**src/rtl/alu_share_arbiter.sv**
```systemverilog
// Two-requester arbiter sharing one combinational ALU; round-robin grant, one op in flight.
// Latency: accept at T, ALU drive at T+1, registered response at T+2; min issue interval 3 cycles.
// Backpressure: response held until resp{owner}_ready; no req_ready outside IDLE. Optional macro: ALU_ARB_FIXED_PRIO_EN.
module alu_share_arbiter #(
  parameter int WIDTH = 32,
  parameter int OPW   = 4
) (
  input  logic             clk,
  input  logic             rst,
  input  logic             req0_valid,
  output logic             req0_ready,
  input  logic [WIDTH-1:0] req0_a,
  input  logic [WIDTH-1:0] req0_b,
  input  logic [OPW-1:0]   req0_op,
  input  logic             req1_valid,
  output logic             req1_ready,
  input  logic [WIDTH-1:0] req1_a,
  input  logic [WIDTH-1:0] req1_b,
  input  logic [OPW-1:0]   req1_op,
  output logic [WIDTH-1:0] alu_a,
  output logic [WIDTH-1:0] alu_b,
  output logic [OPW-1:0]   alu_op,
  input  logic [WIDTH-1:0] alu_result,
  input  logic             alu_zero,
  output logic             resp0_valid,
  input  logic             resp0_ready,
  output logic             resp1_valid,
  input  logic             resp1_ready,
  output logic [WIDTH-1:0] resp_data,
  output logic             resp_zero,
  output logic             owner
);

  typedef enum logic [1:0] {
    S_IDLE = 2'd0,
    S_EXEC = 2'd1,
    S_RESP = 2'd2
  } state_t;

  state_t           state_q, state_d;
  logic             owner_q, owner_d;
  logic [WIDTH-1:0] alu_a_q, alu_a_d;
  logic [WIDTH-1:0] alu_b_q, alu_b_d;
  logic [OPW-1:0]   alu_op_q, alu_op_d;
  logic [WIDTH-1:0] resp_data_q, resp_data_d;
  logic             resp_zero_q, resp_zero_d;
  logic             grant_vld;
  logic             grant_id;
  logic             owner_resp_rdy;

`ifndef ALU_ARB_FIXED_PRIO_EN
  logic             ptr_q, ptr_d;
`endif

  // Pick the winner among valid requesters; a lone requester always wins.
  always_comb begin
    grant_vld = req0_valid | req1_valid;
`ifdef ALU_ARB_FIXED_PRIO_EN
    grant_id  = ~req0_valid;
`else
    if (req0_valid && req1_valid) begin
      grant_id = ptr_q;
    end else begin
      grant_id = ~req0_valid;
    end
`endif
  end

  assign owner_resp_rdy = owner_q ? resp1_ready : resp0_ready;

  // Next-state, latch enables and handshake outputs for the three-phase transaction.
  always_comb begin
    state_d     = state_q;
    owner_d     = owner_q;
    alu_a_d     = alu_a_q;
    alu_b_d     = alu_b_q;
    alu_op_d    = alu_op_q;
    resp_data_d = resp_data_q;
    resp_zero_d = resp_zero_q;
    req0_ready  = 1'b0;
    req1_ready  = 1'b0;
    resp0_valid = 1'b0;
    resp1_valid = 1'b0;
`ifndef ALU_ARB_FIXED_PRIO_EN
    ptr_d       = ptr_q;
`endif
    case (state_q)
      S_IDLE: begin
        // Ready is suppressed during reset so all outputs read zero then.
        if (grant_vld && !rst) begin
          owner_d = grant_id;
          state_d = S_EXEC;
          if (grant_id) begin
            req1_ready = 1'b1;
            alu_a_d    = req1_a;
            alu_b_d    = req1_b;
            alu_op_d   = req1_op;
          end else begin
            req0_ready = 1'b1;
            alu_a_d    = req0_a;
            alu_b_d    = req0_b;
            alu_op_d   = req0_op;
          end
        end
      end
      S_EXEC: begin
        resp_data_d = alu_result;
        resp_zero_d = alu_zero;
        state_d     = S_RESP;
      end
      S_RESP: begin
        resp0_valid = ~owner_q;
        resp1_valid = owner_q;
        if (owner_resp_rdy) begin
          state_d = S_IDLE;
`ifndef ALU_ARB_FIXED_PRIO_EN
          ptr_d   = ~owner_q;
`endif
        end
      end
      default: begin
        state_d = S_IDLE;
      end
    endcase
  end

  // State and datapath registers; reset discards any in-flight operation.
  always_ff @(posedge clk) begin
    if (rst) begin
      state_q     <= S_IDLE;
      owner_q     <= 1'b0;
      alu_a_q     <= '0;
      alu_b_q     <= '0;
      alu_op_q    <= '0;
      resp_data_q <= '0;
      resp_zero_q <= 1'b0;
`ifndef ALU_ARB_FIXED_PRIO_EN
      ptr_q       <= 1'b0;
`endif
    end else begin
      state_q     <= state_d;
      owner_q     <= owner_d;
      alu_a_q     <= alu_a_d;
      alu_b_q     <= alu_b_d;
      alu_op_q    <= alu_op_d;
      resp_data_q <= resp_data_d;
      resp_zero_q <= resp_zero_d;
`ifndef ALU_ARB_FIXED_PRIO_EN
      ptr_q       <= ptr_d;
`endif
    end
  end

  assign alu_a     = alu_a_q;
  assign alu_b     = alu_b_q;
  assign alu_op    = alu_op_q;
  assign resp_data = resp_data_q;
  assign resp_zero = resp_zero_q;
  assign owner     = owner_q;

endmodule

```
**config.mk**
```make
export PLATFORM = sky130hd
export DESIGN_NAME = alu_share_arbiter
export DESIGN_NICKNAME = d
export VERILOG_FILES = /design/src/rtl/alu_share_arbiter.sv
export SDC_FILE = /design/constraint.sdc
export NUM_CORES = 1
export LEC_CHECK = 0
export CORE_MARGIN = 2
export CORE_UTILIZATION = 39
export DETAILED_ROUTE_END_ITERATION = 8
export PLACE_DENSITY = 0.89
export SYNTH_ARGS = -nofsm -noshare
export SYNTH_HDL_FRONTEND = slang
export SYNTH_SLANG_ARGS = --single-unit
```
**constraint.sdc**
```tcl
create_clock -name clk -period 1.85 [get_ports clk]
set_clock_uncertainty 0.15 [all_clocks]
set_input_delay 0.37 -clock clk [delete_from_list [all_inputs] [get_ports clk]]
set_output_delay 0.37 -clock clk [all_outputs]
set_load 0.01 [all_outputs]
```
; After elaboration in Yosys (flattened, before gate mapping)
; Index checks and enable logic that the tools add are counted.
[totals]
regBits = 105
inputBits = 175
word_cells = 38
[classes]
eq_ne = 4
muxes = 16
bitwise_logic = 3
reduce_logical = 7
[op_table]
columns = operator, count
row1 = 2-to-1 mux 32 bit, 2
row2 = 2-to-1 mux 1 bit, 10
row3 = case mux 2 bit (3 select lines), 1
row4 = AND reduction 2 bit, 3
row5 = 2-to-1 mux 2 bit, 2
row6 = 2-to-1 mux 4 bit, 1
row7 = "!= test 2 bit, second input constant", 2
row8 = "== test 2 x 1 -> 1 bit, second input constant", 1
row9 = "== test 2 bit, second input constant", 1
row10 = logical AND 1 bit, 2
row11 = zero test 2 bit, 1
row12 = NOT 1 bit, 2
row13 = zero test 1 bit, 1
row14 = OR 1 bit, 1

; Logic depth before layout (Yosys ltp)
[logic_depth]
word_depth = 5
depth_mapped = 7
depth_no_buf = 3

; Worst setup path before layout
; OpenSTA, ideal clock, no wires.
[synth_path]
path_kind = in2out
startpoint = input req1_valid
endpoint = output req0_ready
t_arrival_ns = 1.395
required_time_ns = 1.330
path_slack_ns = -0.065
stages = 6
n_path_buf = 4
path_cell_list = buf_4 a21bo_2 buf_2 buf_6 buf_2 nor3_1
[synth_via]
elab_chain_cells = 5
word_cells_on_any_way = 7
[synth_lines]
columns = element, line
row1 = from (decl), 15  ; input logic req1_valid,
row2 = logical AND 1 bit, 61  ; if (req0_valid && req1_valid) begin
row3 = 2-to-1 mux 1 bit, 61
row4 = 2-to-1 mux 1 bit, 93  ; if (grant_id) begin
row5 = 2-to-1 mux 1 bit *, 90  ; if (grant_vld && !rst) begin
row6 = 2-to-1 mux 1 bit *, 87  ; case (state_q)
row7 = to (decl), 11  ; output logic req0_ready,
; Mark *: on every way between the ends. The rest lies on a longest branch, timed or not.

; Worst setup path in the final report
[layout_path]
startpoint = register state_q[1]
endpoint = output req1_ready
[layout_via]
elab_chain_cells = 2
[layout_lines]
columns = element, line
row1 = from (decl), 40  ; state_t state_q, state_d;
row2 = from (signal assigned), 141  ; state_q <= state_d;
row3 = zero test 2 bit, 87
row4 = 2-to-1 mux 1 bit, 87
row5 = to (decl), 16  ; output logic req1_ready,
; No other way between the ends.

==> impl_metrics.env <==
export IMPL_outcome="finished with violations"
export IMPL_failed_checks="setup timing"
export IMPL_syn_nets=750
export IMPL_cp_arrival_ns=1.34
export IMPL_gp_congestion=0.8133
export IMPL_cp_max_fo=3
export IMPL_dpl_worst_slack_ns=-0.4656
export IMPL_grt_util_met1_pct=28.42
export IMPL_drt_initial_drc_count=460
export IMPL_holdBufCountCts=0
export IMPL_drv_slew=0
export IMPL_worstHoldPathCells=2
export IMPL_powerDensity_nw_per_um2=793.9
export IMPL_area_growth_pct=66.05
export IMPL_gr_total_overflow=0
export IMPL_antenna_found_initial=0
export IMPL_crit_required_ns=1.33
export IMPL_cts_tree="built"
export IMPL_postRouteAntennaNets=0
export IMPL_grtUsageMet2_pct=39.19
export IMPL_setup_viol=1
export IMPL_vias_per_cell=5.598
export IMPL_ys_ff_latch=105
export IMPL_avgSynthCellArea_um2=8.595
export IMPL_grt_pass1_wl_um=25580
export IMPL_start_util_pct=39.48
export IMPL_ys_seq_area_share_pct=42.53
export IMPL_grt_pass1_vias=5068
export IMPL_row_count=41
export IMPL_mappedNetlistArea_um2=4942
export IMPL_cts_repair_resized=26
export IMPL_rsz0062_at_grt="yes"
export IMPL_worst_slack_ns=-0.007089
export IMPL_synth_distinct_cells=26
export IMPL_cts_root_buf="clkbuf_16"
export IMPL_drc=0
export IMPL_vias=5564
export IMPL_vdd_drop_max_mv=0.4742
export IMPL_cts_buffer_depth=2
export IMPL_grt_usage_pct=23.81
export IMPL_cts_made_buffers=9
export IMPL_coreArea_um2=12520
export IMPL_synth_top_cell_area_share_pct=42.53
export IMPL_top_usage_layer="met2"
export IMPL_routedWlPerCell_um=17.26
export IMPL_cts_htree_levels=3
export IMPL_die_h_um=116.6
export IMPL_clock_sinks=105
export IMPL_finalCriticalPeriod_ns=1.857
export IMPL_fin_cells=994
export IMPL_fin_nets=992
export IMPL_n_antenna_cell=0
export IMPL_drt_first_pass_iters=5
export IMPL_ys_top_cells_by_area="dfxtp_1 (43%), a21oi_1 (11%), nor4b_2 (9.4%)"
export IMPL_max_clock_freq_ghz=0.5385
export IMPL_worstSetupStartpointType="flip-flop"
export IMPL_clkTransAtPathRegs_ns=0.07
export IMPL_drv_cap=0
export IMPL_crit_type="reg -> out"
export IMPL_synth_cells=575
export IMPL_drt_wl_total_um=17150
export IMPL_die_w_um=116.6
export IMPL_port_buffers=280
export IMPL_finalHoldViolations=0
export IMPL_ys_warnings_count=0
export IMPL_grtUsageMet3_pct=7.992
export IMPL_reg2regPathDepth=5
export IMPL_crit_path_end_kind="primary output"
export IMPL_drive_gt1_share_pct=11.56
export IMPL_hpwl_um=11860
export IMPL_fin_crit_sh_pct=100.4
export IMPL_pin_count=281
export IMPL_dieArea_um2=13590
export IMPL_worst_slew_pin_slew_ns=0.5724
export IMPL_postCtsSetupRepairBufs=0
export IMPL_synth_largest_area_cell="dfxtp_1"
export IMPL_relSlewSlack_pct=61.84
export IMPL_timing_hold_ws_ns=0.3047
export IMPL_placed_cells=978
export IMPL_p_leak_nw=2.803
export IMPL_clk_latency_ns=0.34
export IMPL_grt_max_degree=71
export IMPL_hold_path_class="reg -> reg"
-- layout by cell type (no fill, tap or decap), types with 2 or more instances in the layout --
| master | netlist | final |
|---|---|---|
| clkinvlp_4 | 0 | 2 |
| a21oi_1 | 104 | 104 |
| nor3_1 | 69 | 67 |
| buf_12 | 0 | 6 |
| clkbuf_8 | 0 | 3 |
| inv_1 | 2 | 2 |
| nor4b_2 | 31 | 37 |
| nand2_1 | 66 | 66 |
| buf_2 | 28 | 5 |
| buf_6 | 6 | 3 |
| nor2b_4 | 0 | 2 |
| clkbuf_16 | 0 | 9 |
| nor4b_1 | 38 | 32 |
| dfxtp_1 | 105 | 103 |
| buf_4 | 5 | 18 |
| nor3_2 | 0 | 2 |
| nor4_1 | 68 | 68 |
| clkdlybuf4s50_1 | 0 | 272 |
-- critical path: stages (launching register included) --
cell,delay (ns)
dfxtp_2,0.32
or2_4,0.26
nor4b_2,0.24
buf_2,0.17
-- state kept, by name (all words and copies together), names as in the netlist --
signal,count
alu_a,32
alu_b,32
alu_op,4
owner,1
ptr_q,1
resp_data,32
resp_zero,1
state_q,2
-- cell families after synthesis --
family / synth area share [%]
compound gates: 11.01
buf+inv: 7.848
flops: 42.53
mux: 0.2025
simple gates: 38.41
-- per-stage QoR --
| step | utilization [%] | power (mW) | setup TNS [ns] | area [um2] |
|---|---|---|---|---|
| floorplan | - | 3.600 | 0 | 4947 |
| global placement | 62.73 | 4.623 | -20.03 | 7853 |
| detailed placement | 62.73 | 4.652 | -23.97 | 7853 |
| CTS | 65.29 | 6.536 | -0.02472 | 8173 |
| global route | 65.56 | 6.815 | -0.06702 | 8207 |
| finish | 65.56 | 6.515 | -0.007089 | 8207 |
-- worst paths after layout --
kind                               from                          to  slack (ns)
min          resp_data[25]$_SDFFE_PP0N_  resp_data[25]$_SDFFE_PP0N_        0.30
min reg2reg  resp_data[25]$_SDFFE_PP0N_  resp_data[25]$_SDFFE_PP0N_        0.30
max             state_q[1]$_SDFFE_PP0P_                  req1_ready      -0.007
max reg2reg     state_q[1]$_SDFFE_PP0P_       alu_a[6]$_SDFFE_PP0P_        0.07
-- metal layers --
| metal | routed length (um) | part of all wire (%) |
|---|---|---|
| met5 | 0 | 0 |
| met4 | 466 | 2.7 |
| met3 | 1792 | 10 |
| met2 | 8270 | 48 |
| met1 | 6622 | 39 |
-- synthesized netlist by cell type --
cell type,number
dfxtp_1,105
a21bo_2,1
and3_1,1
nand2b_1,1
nor2b_1,4
nor2_1,1
buf_1,1
a2111oi_0,1
a21oi_1,104
clkbuf_1,35
inv_1,2
nor2_2,1
nor4b_1,38
nor3_1,69
o21ai_0,1
and2_1,1
nor4_1,68
buf_6,6
buf_2,28
nor4b_2,31
nor3b_1,1
buf_4,5
or2_1,2
mux2i_1,1
nand2_1,66
nand3b_1,1
-- power breakdown --
part | leakage, nW | switching (mW) | total, mW | internal [mW]
logic | 1.80 | 0.918 | 2.00 | 1.09
registers | 0.869 | 0.126 | 2.63 | 2.50
clock network | 0.138 | 0.856 | 1.88 | 1.03
-- layout make-up --
| cell class | instances | area (um2) |
|---|---|---|
| clock buffer | 13 | 270.3 |
| timing repair buffer | 306 | 3058 |
| clock inverter | 3 | 23.77 |
| multi-input combinational | 393 | 2525 |
| inverter | 2 | 7.507 |
| tap | 172 | 215.2 |
| sequential | 105 | 2107 |
| fill | 996 | 4310 |
No activity file was read; power rests on OpenSTA's default activity.
